$ cat config.mk
export PLATFORM = sky130hd
export DESIGN_NAME = dcm_lock_supervisor_flat
export DESIGN_NICKNAME = d
export VERILOG_FILES = /design/src/rtl/dcm_lock_supervisor_if.sv /design/src/rtl/dcm_lock_supervisor.sv /design/src/flat_wrapper.sv
export SDC_FILE = /design/constraint.sdc
export NUM_CORES = 1
export LEC_CHECK = 0
export CORE_MARGIN = 3
export CORE_UTILIZATION = 54
export CTS_CLUSTER_DIAMETER = 150
export DETAILED_ROUTE_END_ITERATION = 10
export PLACE_DENSITY = 0.79
export SYNTH_ARGS = -nofsm -noshare
export SYNTH_HDL_FRONTEND = slang
export SYNTH_SLANG_ARGS = --single-unit
$ cat constraint.sdc
create_clock -name wb_clk_master -period 2.7 [get_ports wb_clk_master]
set_input_delay 0.81 -clock wb_clk_master [delete_from_list [all_inputs] [get_ports wb_clk_master]]
set_output_delay 0.81 -clock wb_clk_master [all_outputs]
set_load 0.05 [all_outputs]
$ cat src/rtl/dcm_lock_supervisor_if.sv
// Control and status bundle for the DCM lock supervisor.
// Signalling model: there is no valid/ready handshake on this bundle.
//   locked is a level from the DCM and is asynchronous to the master clock.
//   restart and fault_clr are single-cycle request pulses, sampled on every
//   rising master-clock edge. All status signals are registered levels that
//   change only on a master-clock edge or on asynchronous reset.
// The supervisor consumes the bundle through the slave modport; whoever
// drives the DCM status and requests uses the master modport.
interface dcm_lock_supervisor_if #(
    parameter int CNT_W = 16
);
    logic             locked;
    logic             restart;
    logic             fault_clr;
    logic             dcm_rst;
    logic             wb_rst_out;
    logic             ready;
    logic             fault;
    logic [2:0]       state;
    logic [7:0]       retry_cnt;
    logic [CNT_W-1:0] loss_cnt;

    modport master (
        output locked, restart, fault_clr,
        input  dcm_rst, wb_rst_out, ready, fault, state, retry_cnt, loss_cnt
    );

    modport slave (
        input  locked, restart, fault_clr,
        output dcm_rst, wb_rst_out, ready, fault, state, retry_cnt, loss_cnt
    );
endinterface

$ cat src/rtl/dcm_lock_supervisor.sv
// DCM lock supervisor: pulses the DCM reset, waits for LOCKED, qualifies the
// lock for a stable period, then releases the Wishbone-domain reset. A lock
// loss while running re-asserts the Wishbone reset and re-sequences the DCM.
// Too many consecutive failed lock attempts park the block in FAULT until a
// fault_clr pulse. The state register is exported on bus.state for debug.
module dcm_lock_supervisor #(
    parameter int RST_CYCLES    = 128,
    parameter int LOCK_TIMEOUT  = 4096,
    parameter int STABLE_CYCLES = 2048,
    parameter int MAX_RETRIES   = 4,
    parameter int CNT_W         = 16
) (
    input  logic                 wb_clk_master,
    input  logic                 reset,
    dcm_lock_supervisor_if.slave bus
);

    typedef enum logic [2:0] {
        S_RST_DCM   = 3'd0,
        S_WAIT_LOCK = 3'd1,
        S_STABLE    = 3'd2,
        S_RUN       = 3'd3,
        S_FAULT     = 3'd4
    } state_t;

    localparam logic [CNT_W-1:0] RST_LAST    = CNT_W'(RST_CYCLES - 1);
    localparam logic [CNT_W-1:0] LOCK_LAST   = CNT_W'(LOCK_TIMEOUT - 1);
    localparam logic [CNT_W-1:0] STABLE_LAST = CNT_W'(STABLE_CYCLES - 1);
    localparam logic [8:0]       RETRY_LIMIT = 9'(MAX_RETRIES);

    logic             sync_1;
    logic             locked_s;
    state_t           state_q;
    state_t           state_n;
    logic [CNT_W-1:0] timer_q;
    logic [CNT_W-1:0] timer_n;
    logic [7:0]       retry_q;
    logic [7:0]       retry_n;
    logic [8:0]       retry_inc;
    logic [CNT_W-1:0] loss_q;
    logic [CNT_W-1:0] loss_n;
    logic             loss_event;
    logic             seq_restart;
    logic             dcm_rst_q;
    logic             wb_rst_q;
    logic             ready_q;
    logic             fault_q;

    // Two-flop synchronizer for the asynchronous DCM LOCKED status.
    always_ff @(posedge wb_clk_master or posedge reset) begin
        if (reset) begin
            sync_1   <= 1'b0;
            locked_s <= 1'b0;
        end else begin
            sync_1   <= bus.locked;
            locked_s <= sync_1;
        end
    end

    // Next-state, retry/loss bookkeeping; fault_clr outranks restart, which
    // outranks lock-loss and timeout transitions.
    always_comb begin
        state_n     = state_q;
        retry_n     = retry_q;
        loss_event  = 1'b0;
        seq_restart = 1'b0;
        retry_inc   = {1'b0, retry_q} + 9'd1;

        if (state_q == S_FAULT) begin
            if (bus.fault_clr) begin
                state_n = S_RST_DCM;
                retry_n = 8'd0;
            end
        end else if (bus.fault_clr || bus.restart) begin
            // A forced restart is not a lock loss, but a loss seen in the
            // same cycle while running is still counted.
            state_n     = S_RST_DCM;
            seq_restart = 1'b1;
            loss_event  = (state_q == S_RUN) && !locked_s;
            if (bus.fault_clr) begin
                retry_n = 8'd0;
            end
        end else begin
            case (state_q)
                S_RST_DCM: begin
                    if (timer_q == RST_LAST) begin
                        state_n = S_WAIT_LOCK;
                    end
                end
                S_WAIT_LOCK: begin
                    if (locked_s) begin
                        state_n = S_STABLE;
                    end else if (timer_q == LOCK_LAST) begin
                        retry_n = retry_inc[8] ? 8'hFF : retry_inc[7:0];
                        state_n = (retry_inc == RETRY_LIMIT) ? S_FAULT : S_RST_DCM;
                    end
                end
                S_STABLE: begin
                    // A glitch during qualification is not a failed attempt.
                    if (!locked_s) begin
                        state_n = S_WAIT_LOCK;
                    end else if (timer_q == STABLE_LAST) begin
                        state_n = S_RUN;
                        retry_n = 8'd0;
                    end
                end
                S_RUN: begin
                    if (!locked_s) begin
                        state_n    = S_RST_DCM;
                        loss_event = 1'b1;
                    end
                end
                default: state_n = S_RST_DCM;
            endcase
        end

        loss_n  = (loss_event && (loss_q != '1)) ? loss_q + CNT_W'(1) : loss_q;
        timer_n = ((state_n != state_q) || seq_restart) ? '0 : timer_q + CNT_W'(1);
    end

    // State, timer, counters and registered output decodes.
    always_ff @(posedge wb_clk_master or posedge reset) begin
        if (reset) begin
            state_q   <= S_RST_DCM;
            timer_q   <= '0;
            retry_q   <= 8'd0;
            loss_q    <= '0;
            dcm_rst_q <= 1'b1;
            wb_rst_q  <= 1'b1;
            ready_q   <= 1'b0;
            fault_q   <= 1'b0;
        end else begin
            state_q   <= state_n;
            timer_q   <= timer_n;
            retry_q   <= retry_n;
            loss_q    <= loss_n;
            dcm_rst_q <= (state_n == S_RST_DCM) || (state_n == S_FAULT);
            wb_rst_q  <= (state_n != S_RUN);
            ready_q   <= (state_n == S_RUN);
            fault_q   <= (state_n == S_FAULT);
        end
    end

    assign bus.dcm_rst    = dcm_rst_q;
    assign bus.wb_rst_out = wb_rst_q;
    assign bus.ready      = ready_q;
    assign bus.fault      = fault_q;
    assign bus.state      = state_q;
    assign bus.retry_cnt  = retry_q;
    assign bus.loss_cnt   = loss_q;

endmodule

$ cat src/flat_wrapper.sv
// flat-port wrapper written by rule: the top's interface ports become plain ports
module dcm_lock_supervisor_flat 
#(
    parameter int RST_CYCLES    = 128,
    parameter int LOCK_TIMEOUT  = 4096,
    parameter int STABLE_CYCLES = 2048,
    parameter int MAX_RETRIES   = 4,
    parameter int CNT_W         = 16
)
  (wb_clk_master, reset, bus_locked, bus_restart, bus_fault_clr, bus_dcm_rst, bus_wb_rst_out, bus_ready, bus_fault, bus_state, bus_retry_cnt, bus_loss_cnt);
  dcm_lock_supervisor_if #(.CNT_W(CNT_W)) bus_i ();
  input  logic wb_clk_master;
  input  logic reset;
  input wire logic [$bits(bus_i.locked)-1:0] bus_locked;
  input wire logic [$bits(bus_i.restart)-1:0] bus_restart;
  input wire logic [$bits(bus_i.fault_clr)-1:0] bus_fault_clr;
  output wire logic [$bits(bus_i.dcm_rst)-1:0] bus_dcm_rst;
  output wire logic [$bits(bus_i.wb_rst_out)-1:0] bus_wb_rst_out;
  output wire logic [$bits(bus_i.ready)-1:0] bus_ready;
  output wire logic [$bits(bus_i.fault)-1:0] bus_fault;
  output wire logic [$bits(bus_i.state)-1:0] bus_state;
  output wire logic [$bits(bus_i.retry_cnt)-1:0] bus_retry_cnt;
  output wire logic [$bits(bus_i.loss_cnt)-1:0] bus_loss_cnt;
  assign bus_i.locked = bus_locked;
  assign bus_i.restart = bus_restart;
  assign bus_i.fault_clr = bus_fault_clr;
  assign bus_dcm_rst = bus_i.dcm_rst;
  assign bus_wb_rst_out = bus_i.wb_rst_out;
  assign bus_ready = bus_i.ready;
  assign bus_fault = bus_i.fault;
  assign bus_state = bus_i.state;
  assign bus_retry_cnt = bus_i.retry_cnt;
  assign bus_loss_cnt = bus_i.loss_cnt;
  dcm_lock_supervisor #(.RST_CYCLES(RST_CYCLES), .LOCK_TIMEOUT(LOCK_TIMEOUT), .STABLE_CYCLES(STABLE_CYCLES), .MAX_RETRIES(MAX_RETRIES), .CNT_W(CNT_W)) u_core (.wb_clk_master(wb_clk_master), .reset(reset), .bus(bus_i));
endmodule
# Yosys cells after proc, flatten, opt, wreduce, memory -nomap -nowiden
# Index checks and enable logic that the tools add are counted.
word_totals:
  register_bits: 49
  in_bits: 5
  out_inout_bits: 31
classes:
  n_addsub: 3
  n_eq_ne: 17
  muxes: 27
  n_reduce_logical: 10
op_table:
  columns: ["operator", "n"]
  rows:
  - ["$mux 8", 8]
  - ["$add 16x1->16 const B", 2]
  - ["$mux 3", 10]
  - ["$eq 16x11->1 const B", 1]
  - ["$eq 16x12->1 const B", 1]
  - ["$eq 16x7->1 const B", 1]
  - ["$mux 16", 1]
  - ["$ne 16x16->1 const B", 1]
  - ["$pmux 8 s2", 1]
  - ["$ne 4x1->1 const B", 3]
  - ["$pmux 3 s4", 1]
  - ["$add 8x1->9 const B", 1]
  - ["$eq 3x2->1 const B", 3]
  - ["$eq 9x3->1 const B", 1]
  - ["$eq 3x3->1 const B", 2]
  - ["$logic_not 3->1", 2]
  - ["$mux 1", 6]
  - ["$reduce_and 5->1", 1]
  - ["$ne 4x4->1 const B", 1]
  - ["$reduce_bool 4->1", 1]
  - ["$eq 3x1->1 const B", 1]
  - ["$logic_or 1x1->1", 3]
  - ["$ne 3x2->1 const B", 1]
  - ["$ne 3x3->1", 1]
  - ["2 further kinds", 3]

# Logic depth before layout (Yosys ltp)
# Gate-level depths: netlist (run 1).
logic_depth:
  ltp_word: 11
  mapped_depth: 8

# Least setup slack after synthesis (run 1)
# Ideal clock, no wire load.
synth_timing:
  path_type: "input to register"
  start: "input bus_fault_clr"
  end: "register u_core.retry_q[5] (netlist: u_core.bus.retry_cnt[5])"
  setup_time_ns: 0.121
  arrival_ns: 2.175
  slack_ns: 0.403
  cell_stages: 7
  n_path_buf: 1
  path_cell_list: "clkbuf_1 nor2_1 a211oi_1 a311oi_1 a211o_1 a21o_1 a22o_1"
synth_via:
  elab_chain_cells: 3
synth_lines:
  columns: ["element", "line_no", "text"]
  rows:
  - ["start, declared", "flat_wrapper.sv:16", "input wire logic [$bits(bus_i.fault_clr)-1:0] bus_fault_clr;"]
  - ["$logic_or 1x1->1 or $mux 8 (tied branches)", null, null]
  - ["$ne 4x1->1 (no source line), or another cell as far along", null, null]
  - ["$reduce_and 5->1 (no source line) or $mux 8 (tied branches)", null, null]
  - ["end signal, assigned", "dcm_lock_supervisor.sv:135", "retry_q <= retry_n;"]
  - ["end, declared", "dcm_lock_supervisor.sv:37", "logic [7:0] retry_q;"]
# Several ways; a longest one is shown, not always the timed one.
# A chain may end at the register's enable or synchronous reset.

# Final worst setup path (run 1)
layout_timing:
  start: "register u_core.state_q[0] (netlist: u_core.bus.state[0])"
  end: "output bus_state[0]"
layout_lines:
  columns: ["element", "line_no", "text"]
  rows:
  - ["start, declared", "dcm_lock_supervisor.sv:33", "state_t state_q;"]
  - ["start signal, assigned", "dcm_lock_supervisor.sv:133", "state_q <= state_n;"]
  - ["end, declared", "flat_wrapper.sv:21", "output wire logic [$bits(bus_i.state)-1:0] bus_state;"]
# No word-level cell between the ends.

==> impl_summary.txt, run 1 <==
----------------------------------------------------
[Clock tree]
  Clock root buffer master ... sky130_fd_sc_hd__clkbuf_8
  H-tree level count ... 2
  Latest clock arrival within the worst-skew pair ... 0.30 ns
  Number of buffers added to fix hold violations after cts ... 0
  Clock sinks ... 49
  Clock tree from TritonCTS ... yes
  CTS clk-pin slew, worst paths ... 0.09 ns
  Quantity of gates resized following cts ... 0
  Maximum clock insertion buffer count ... 2
  Total setup buffers inserted after CTS ... 0
  Number of CTS-inserted buffers ... 5

[Pwr]
  Clk pwr share ... 33.3%
  Total power per unit cell area ... 414 nW/um^2
  Static leakage power ... 0.00134 uW
  Proportion of power drawn by combinational gates ... 8.0%
  Total net switching power ... 321 uW
  Part of the power in registers ... 58.8%
  Internal power summed over all cells ... 961 uW
  Maximum vdd ir drop ... 198 uV
  Sw Share ... 25.0%

[Cells and area]
  Final non-filler cell area ... 3100 sq um
  Most common cell after layout, fill and taps aside ... sky130_fd_sc_hd__dfrtp_1
  Final cell utilization of the core ... 69.3%
  Highest-count cells in the layout ignoring fill and taps ... sky130_fd_sc_hd__dfrtp_1, sky130_fd_sc_hd__clkdlybuf4s50_1, sky130_fd_sc_hd__nor2_1, sky130_fd_sc_hd__xor2_1
  Signed area change from the synthesized netlist to the final layout ... 21.1%
  Total inserted antenna cells ... 0
  Final nets ... 300
  Fraction of layout instances using a drive strength above 1 ... 13.4%
  Fill cell instance count of the final layout ... 355

[Worst setup path]
  Critical path capture point type ... output port
  Crit path buffers/inverters ... 1
  Category of cells accounting for the largest share of critical-path delay ... buffers and inverters
  Worst Path Max Fanout ... 10
  Worst R2R Path Depth ... 8
  Master of the slowest instance on the critical path ... sky130_fd_sc_hd__clkdlybuf4s50_1
  Maximum cell stage delay along the critical path ... 0.88 ns
  Startpoint type of the worst setup path ... flip-flop
  Worst reg2reg endpoint ... u_core.timer_q[8]$_DFF_PP0_
  Data required time at the worst endpoint ... 1.89 ns
  Critical Path, Cell by Cell ... clkdlybuf4s50_1
  Crit path kind ... flip-flop to output port
  Arrival time worst endpoint ... 1.74 ns
  Critical R2R Launch ... u_core.timer_q[0]$_DFF_PP0_
  Reg2Reg Setup Slack ... 0.43 ns

[Min path]
  WHS Endpoint ... u_core.locked_s$_DFF_PP0_
  Worst hold stages ... 0
  Hold WC Path Type ... flip-flop to flip-flop
  Start point of the worst hold path ... u_core.sync_1$_DFF_PP0_

[Placed design]
  Detailed placer's ending HPWL ... 3540 um
  Count of buffers inserted at the top-level ports ... 35
  Global placer's final weighted congestion ... 0.785
  Area of placed instances ... 3010 sq um

[Synthesis]
  Primary flip-flop cell chosen by synthesis mapping ... sky130_fd_sc_hd__dfrtp_1
  Synthesized net count ... 258
  Number of distinct standard cells referenced by the synthesized netlist ... 48
  Share of synthesized registers carrying an async set or reset ... 100%
  Number of warnings printed during yosys synthesis ... 0
  Synthesized cell area ... 2560 sq um
  Mapped Cells ... 249
  Number of enable-type register cells in the synthesized netlist ... 0
  Share of synthesized area occupied by flip-flops and latches ... 48.0%
  Syn Area/Cell ... 10.3 sq um
  Synth Register Bits ... 49

[Timing]
  Setup repair after global routing missed its margin ... false
  Worst clock skew ... 0.00384 ns
  Relative slew margins ... 63.4%
  Setup TNS Final ... 0 ns
  F_max ... 392 MHz
  Worst Hold Margin ... 0.355 ns
  Worst Tran Pin Value ... 0.543 ns
  Clock period minus final worst setup slack ... 2.55 ns
  Number of hold violations in the final report ... 0
  Final Cycle Share ... 94.4%
  Final number of max-transition violations ... 0
  Total setup violations reported at the end of the flow ... 0

[Drt]
  Number of vias in the routed layout ... 1977
  DRC violations left ... 0
  Routed via count divided by cell count ... 5.75
  ANT nets after route ... 0
  DR pass1 iterations ... 4
  Final Routed Wirelength ... 4990 um
  Initial drt markers ... 96
  Routed length per instance ... 14.5 um

[Floorplan]
  I/O pin total ... 36
  Effective utilization at floorplan ... 57.2%
  Die Outline Area ... 5600 sq um
  Site row count ... 24
  Y dimension of the die ... 74.8 um
  Die X-Extent ... 74.8 um
  Placeable core region ... 4470 sq um

[Job]
  Max Cap Viol ... 0

[Outcome]
  Result of the run ... finished, final reports clean

[Global routing]
  Total gr overflow ... 0
  All-layer global routing usage ... 19.0%
  Number of antenna violations at the first check in global routing ... 0
  Pin count of the biggest net entering global routing ... 29
  Global-route wire length before repair ... 8250 um
  Number of global-route vias before repair ... 1803

----------------------------------------------------
## flip-flops by register name, summed over array words and instances (netlist names)
signal and cells:
u_core.bus.fault 1, u_core.locked_s 1, u_core.bus.dcm_rst 1, u_core.bus.loss_cnt 16, u_core.sync_1 1, u_core.bus.wb_rst_out 1, u_core.bus.retry_cnt 8, u_core.bus.state 3
u_core.timer_q 16, u_core.bus.ready 1
## cells by family (layout without fill, tap and decap cells)
| family | after synthesis | count (layout) | synth area share, % |
|---|---|---|---|
| fa+ha+maj | 4 | 4 | 1.96 |
| buf+inv | 12 | 55 | 2.40 |
| mux | 2 | 2 | 1.32 |
| simple gates | 110 | 110 | 24.0 |
| compound gates | 40 | 40 | 11.3 |
| xor+xnor | 32 | 32 | 11.0 |
| flops | 49 | 49 | 48.0 |
## stage by stage
step	cells	total power, uW	worst slack (ns)
2_1_floorplan	249	833	0.403
3_3_place_gp	336	869	0.0667
3_5_place_dp	336	870	0.0492
4_1_cts	344	1290	0.152
5_1_grt	344	1340	0.0735
6_report	344	1280	0.152
## Yosys cell counts, drive strengths merged (7+ instances only)
library cell / count / share of area, %
dfrtp: 47 / 46
nor2: 29 / 5.2
nand3: 17 / 3.7
xor2: 17 / 5.8
nand2: 15 / 2.2
xnor2: 15 / 5.1
nand4: 11 / 2.7
nor3: 9 / 2.2
a21oi: 7 / 1.4
a22o: 7 / 2.4
and3: 7 / 1.8
o21ai: 7 / 1.4
## routing by layer
layer / part of all wire (%) / global-route usage [%] / vias up
met1: 49 / 26.1 / 944
met3: 4.7 / 3.87 / 6
li1: - / - / 972
met4: 1.0 / 8.10 / 0
met5: 0 / 0 / -
met2: 45 / 29.2 / 55
## power groups by stage
stage | clock [uW] | sequential [uW] | combinational (uW)
after floorplan | 0 | 779 | 53.7
after global placement | 0 | 767 | 102
after detailed placement | 0 | 767 | 103
after CTS | 436 | 753 | 103
after global routing | 468 | 755 | 113
final | 426 | 753 | 102
## area by class of cell
cell class | count | area (sq um) | share of cell area, %
inverters | 4 | 15.0 | 0.484
flip-flops and latches | 49 | 1230 | 39.6
clock inverters | 3 | 17.5 | 0.565
well taps | 52 | 65.1 | 2.10
clock buffers | 5 | 68.8 | 2.22
multi-input cells | 188 | 1270 | 40.9
repair buffers | 43 | 435 | 14.0
## worst max path at each step
stage               depth (start not counted)                                  end                     startpoint
global route                                1                         bus_state[0]  u_core.bus.state[0]$_DFF_PP0_
global placement                            7  u_core.bus.retry_cnt[7]$_DFFE_PP0P_                  bus_fault_clr
CTS                                         1                         bus_state[0]  u_core.bus.state[0]$_DFF_PP0_
floorplan                                   7  u_core.bus.retry_cnt[5]$_DFFE_PP0P_                  bus_fault_clr
detailed placement                          7  u_core.bus.retry_cnt[3]$_DFFE_PP0P_                  bus_fault_clr
finish                                      1                         bus_state[0]  u_core.bus.state[0]$_DFF_PP0_
## worst register-to-register path, stage by stage, from the launching register on
cell and delay (ns):
sky130_fd_sc_hd__dfrtp_1 0.41, sky130_fd_sc_hd__ha_1 0.24, sky130_fd_sc_hd__nand3_2 0.12, sky130_fd_sc_hd__nor3_4 0.42
sky130_fd_sc_hd__a21boi_2 0.13, sky130_fd_sc_hd__o31a_4 0.40, sky130_fd_sc_hd__mux2i_4 0.20, sky130_fd_sc_hd__buf_12 0.18
sky130_fd_sc_hd__nor2_2 0.11
Power figures use the tool's default switching activity.
==> inputs of run 2 (changes only) <==
CORE_MARGIN = unset   (was 3)
CORE_UTILIZATION = 30   (was 54)
PLACE_DENSITY = unset   (was 0.79)
==> impl_summary.txt, run 2 (synthesis results as in run 1) <==
----------------------------------------------------
[Outcome]
  Result of the run ... finished, final reports clean

[Drt]
  Routed via count divided by cell count ... 4.98
  Routed length per instance ... 13.1 um
  DRC violations left ... 0
  Final Routed Wirelength ... 5240 um
  DR pass1 iterations ... 5
  ANT nets after route ... 0
  Number of vias in the routed layout ... 1990
  Initial drt markers ... 104

[Placed design]
  Global placer's final weighted congestion ... 0.760
  Worst setup slack after placement ... 0.00694 ns
  Detailed placer's ending HPWL ... 3860 um
  Placed instance count ... 392
  Count of buffers inserted at the top-level ports ... 35

[Cells and area]
  Signed area change from the synthesized netlist to the final layout ... 25.4%
  Fraction of layout instances using a drive strength above 1 ... 14.2%
  Area used by multi-input combinational logic ... 1270 sq um
  Total inserted antenna cells ... 0
  Flip-flop and latch area ... 1230 sq um
  Fill cell instance count of the final layout ... 814
  Post-route insts no fill ... 400
  Final nets ... 303
  Highest-count cells in the layout ignoring fill and taps ... sky130_fd_sc_hd__dfrtp_1, sky130_fd_sc_hd__clkdlybuf4s50_1, sky130_fd_sc_hd__nor2_1, sky130_fd_sc_hd__xor2_1
  Most common cell after layout, fill and taps aside ... sky130_fd_sc_hd__dfrtp_1

[Global routing]
  Number of antenna violations at the first check in global routing ... 0
  Global-route wire length before repair ... 9180 um
  Total gr overflow ... 0
  All-layer global routing usage ... 13.0%
  Pin count of the biggest net entering global routing ... 22
  Number of global-route vias before repair ... 1991

[Timing]
  Number of hold violations in the final report ... 0
  Worst Tran Pin Value ... 0.593 ns
  F_max ... 388 MHz
  Total setup violations reported at the end of the flow ... 0
  Setup TNS Final ... 0 ns
  Final Cycle Share ... 95.5%
  Relative slew margins ... 60.4%
  Setup WS post-layout ... 0.122 ns
  Setup repair after global routing missed its margin ... false
  Clock period minus final worst setup slack ... 2.58 ns
  Final number of max-transition violations ... 0
  Worst clock skew ... 0.00704 ns

[Min path]
  Hold WC Path Type ... flip-flop to flip-flop
  WHS Endpoint ... u_core.locked_s$_DFF_PP0_
  Worst hold stages ... 0
  Start point of the worst hold path ... u_core.sync_1$_DFF_PP0_

[Clock tree]
  Clock sinks ... 49
  Clock root buffer master ... sky130_fd_sc_hd__clkbuf_8
  Maximum clock insertion buffer count ... 2
  Latest clock arrival within the worst-skew pair ... 0.31 ns
  Clock tree from TritonCTS ... yes
  Quantity of gates resized following cts ... 0
  Number of CTS-inserted buffers ... 5
  Total setup buffers inserted after CTS ... 0
  H-tree level count ... 2
  CTS clk-pin slew, worst paths ... 0.09 ns
  Number of buffers added to fix hold violations after cts ... 0

[Worst setup path]
  Crit path kind ... flip-flop to output port
  Critical Path, Cell by Cell ... clkdlybuf4s50_1
  Startpoint type of the worst setup path ... flip-flop
  Worst reg2reg endpoint ... u_core.timer_q[15]$_DFF_PP0_
  Data required time at the worst endpoint ... 1.89 ns
  Worst R2R Path Depth ... 8
  Category of cells accounting for the largest share of critical-path delay ... buffers and inverters
  Critical R2R Launch ... u_core.timer_q[0]$_DFF_PP0_
  Critical path capture point type ... output port
  Crit path buffers/inverters ... 1
  Arrival time worst endpoint ... 1.77 ns
  Maximum cell stage delay along the critical path ... 0.90 ns
  Reg2Reg Setup Slack ... 0.39 ns
  Worst Path Max Fanout ... 12
  Master of the slowest instance on the critical path ... sky130_fd_sc_hd__clkdlybuf4s50_1

[Job]
  Max Cap Viol ... 0

[Floorplan]
  Die Outline Area ... 8900 sq um
  I/O pin total ... 36
  Effective utilization at floorplan ... 31.1%
  Die X-Extent ... 94.4 um
  Y dimension of the die ... 94.4 um
  Site row count ... 33
  Placeable core region ... 8220 sq um

[Pwr]
  Maximum vdd ir drop ... 165 uV
  Static leakage power ... 0.00137 uW
  Total power per unit cell area ... 440 nW/um^2

----------------------------------------------------
## run 2: worst max path at each step
stage	depth (start not counted)	to	startpoint
6_report	1	bus_state[2]	u_core.bus.state[2]$_DFF_PP0_
5_1_grt	1	bus_state[2]	u_core.bus.state[2]$_DFF_PP0_
4_1_cts	1	bus_state[2]	u_core.bus.state[2]$_DFF_PP0_
3_5_place_dp	7	u_core.timer_q[15]$_DFF_PP0_	bus_restart
3_3_place_gp	7	u_core.bus.retry_cnt[3]$_DFFE_PP0P_	bus_fault_clr
2_1_floorplan	7	u_core.bus.retry_cnt[5]$_DFFE_PP0P_	bus_fault_clr
## run 2: stage by stage
stage | power, uW | hold slack (ns) | cell area [sq um] | utilization (%)
final | 1410 | 0.360 | 3210 | 39.1
after detailed placement | 873 | 0.342 | 3090 | 37.6
after CTS | 1430 | 0.364 | 3210 | 39.1
after floorplan | 833 | 0.331 | 2560 | -
after global routing | 1470 | 0.366 | 3210 | 39.1
after global placement | 871 | 0.334 | 3090 | 37.6
## run 2: cell type report
type,instances,share of cell area (%)
Multi-Input combinational cell,188,39.5
Sequential cell,49,38.3
Timing Repair Buffer,46,13.9
Tap cell,105,4.09
Clock buffer,6,2.57
Clock inverter,2,1.17
Inverter,4,0.468
## run 2: metal layers
layer	vias to the layer above	GRT usage, %	routed length, um
li1	973	-	-
met1	972	16.4	2420
met2	39	22.0	2510
met3	6	3.22	252
met4	0	3.85	61
met5	-	0	0
## run 2: power by group
part / internal, uW / total, uW / switching (uW)
sequential: 741 / 753 / 12.5
combinational: 42.1 / 103 / 61.0
clock: 301 / 555 / 254
total: 1080 / 1410 / 327
==> inputs of run 3 (changes only) <==
CORE_ASPECT_RATIO = 1.1   (was unset)
TNS_END_PERCENT = 1   (was unset)
==> impl_summary.txt, run 3 (synthesis results as in run 1) <==
----------------------------------------------------
[Timing]
  F_max ... 390 MHz
  Setup TNS Final ... 0 ns
  Worst clock skew ... 0.0133 ns
  Clock period minus final worst setup slack ... 2.57 ns
  Final number of max-transition violations ... 0
  Relative slew margins ... 60.5%
  Final Cycle Share ... 95.1%
  Number of hold violations in the final report ... 0
  Worst Hold Margin ... 0.361 ns
  Worst Tran Pin Value ... 0.587 ns
  Setup repair after global routing missed its margin ... false
  Total setup violations reported at the end of the flow ... 0

[Worst setup path]
  Category of cells accounting for the largest share of critical-path delay ... buffers and inverters
  Critical R2R Launch ... u_core.timer_q[0]$_DFF_PP0_
  Worst reg2reg endpoint ... u_core.timer_q[3]$_DFF_PP0_
  Crit path buffers/inverters ... 1
  Master of the slowest instance on the critical path ... sky130_fd_sc_hd__clkdlybuf4s50_1
  Crit path kind ... flip-flop to output port
  Worst Path Max Fanout ... 12
  Data required time at the worst endpoint ... 1.89 ns
  Critical Path, Cell by Cell ... clkdlybuf4s50_1
  Maximum cell stage delay along the critical path ... 0.88 ns
  Startpoint type of the worst setup path ... flip-flop
  Reg2Reg Setup Slack ... 0.44 ns
  Critical path capture point type ... output port
  Worst R2R Path Depth ... 8
  Arrival time worst endpoint ... 1.76 ns

[Cells and area]
  Fraction of layout instances using a drive strength above 1 ... 14.2%
  Post-route insts no fill ... 403
  Signed area change from the synthesized netlist to the final layout ... 25.9%
  Total inserted antenna cells ... 0
  Final cell utilization of the core ... 39.8%
  Highest-count cells in the layout ignoring fill and taps ... sky130_fd_sc_hd__dfrtp_1, sky130_fd_sc_hd__clkdlybuf4s50_1, sky130_fd_sc_hd__nor2_1, sky130_fd_sc_hd__xor2_1
  Fill cell instance count of the final layout ... 808
  Final non-filler cell area ... 3220 sq um
  Most common cell after layout, fill and taps aside ... sky130_fd_sc_hd__dfrtp_1
  Final nets ... 303

[Drt]
  Initial drt markers ... 89
  Final Routed Wirelength ... 5200 um
  Routed length per instance ... 12.9 um
  Number of vias in the routed layout ... 1950
  Routed via count divided by cell count ... 4.84
  ANT nets after route ... 0
  DR pass1 iterations ... 4
  DRC violations left ... 0

[Clock tree]
  Clock tree from TritonCTS ... yes
  CTS clk-pin slew, worst paths ... 0.10 ns
  Maximum clock insertion buffer count ... 2
  H-tree level count ... 2
  Clock root buffer master ... sky130_fd_sc_hd__clkbuf_8
  Clock sinks ... 49
  Quantity of gates resized following cts ... 0
  Number of buffers added to fix hold violations after cts ... 0
  Latest clock arrival within the worst-skew pair ... 0.31 ns
  Total setup buffers inserted after CTS ... 0
  Number of CTS-inserted buffers ... 5

[Global routing]
  Total gr overflow ... 0
  Number of antenna violations at the first check in global routing ... 0
  Pin count of the biggest net entering global routing ... 31
  Number of global-route vias before repair ... 1922
  All-layer global routing usage ... 12.7%
  Global-route wire length before repair ... 9290 um

[Floorplan]
  Site row count ... 34
  Die Outline Area ... 8900 sq um
  I/O pin total ... 36
  Placeable core region ... 8080 sq um
  Die X-Extent ... 90.1 um
  Y dimension of the die ... 98.9 um
  Effective utilization at floorplan ... 31.7%

[Placed design]
  Placed instance count ... 395
  Count of buffers inserted at the top-level ports ... 35
  Global placer's final weighted congestion ... 0.749
  Area of placed instances ... 3110 sq um
  Detailed placer's ending HPWL ... 3730 um

[Pwr]
  Part of the power in registers ... 54.1%
  Total net switching power ... 332 uW
  Sw Share ... 23.8%
  Maximum vdd ir drop ... 196 uV
  Clk pwr share ... 38.4%
  Total power per unit cell area ... 433 nW/um^2
  Static leakage power ... 0.00137 uW
  Proportion of power drawn by combinational gates ... 7.5%
  Internal power summed over all cells ... 1060 uW

[Outcome]
  Result of the run ... finished, final reports clean

[Min path]
  Hold WC Path Type ... flip-flop to flip-flop
  Start point of the worst hold path ... u_core.sync_1$_DFF_PP0_
  Worst hold stages ... 0
  WHS Endpoint ... u_core.locked_s$_DFF_PP0_

[Job]
  Max Cap Viol ... 0

----------------------------------------------------
## run 3: layout make-up
cell class | instances | area, sq um | area share (%)
multi-input combinational | 188 | 1270 | 39.4
sequential | 49 | 1230 | 38.2
timing repair buffer | 46 | 458 | 14.2
tap | 108 | 135 | 4.20
clock buffer | 5 | 68.8 | 2.14
clock inverter | 3 | 46.3 | 1.44
inverter | 4 | 15.0 | 0.466
## run 3: worst max path at each step
stage,from,endpoint,slack [ns],cells past startpoint
global placement,bus_fault_clr,u_core.bus.retry_cnt[5]$_DFFE_PP0P_,0.07,7
detailed placement,bus_fault_clr,u_core.bus.retry_cnt[4]$_DFFE_PP0P_,0.05,7
CTS,u_core.bus.state[2]$_DFF_PP0_,bus_state[2],0.12,1
floorplan,bus_fault_clr,u_core.bus.retry_cnt[5]$_DFFE_PP0P_,0.40,7
global route,u_core.bus.state[2]$_DFF_PP0_,bus_state[2],0.05,1
finish,u_core.bus.state[2]$_DFF_PP0_,bus_state[2],0.13,1
## run 3: through the flow
step                      total power (uW)  setup WS, ns
after floorplan                        833         0.403
after global placement                 874        0.0725
after detailed placement               874        0.0468
after CTS                             1420         0.124
after global routing                  1460        0.0500
final                                 1390         0.133
## run 3: metal layers
metal | GRT usage [%] | up-vias | routed length (um)
met5 | 0 | - | 0
met4 | 3.35 | 0 | 59
met3 | 2.85 | 6 | 193
met2 | 20.3 | 46 | 2350
met1 | 17.4 | 920 | 2600
li1 | - | 978 | -
## run 3: power groups by stage
stage          Clock, uW  Combinational [uW]  Sequential (uW)
5_1_grt              588                 115              756
2_1_floorplan          0                53.7              779
3_3_place_gp           0                 106              768
3_5_place_dp           0                 106              768
6_report             535                 105              754
4_1_cts              558                 107              754
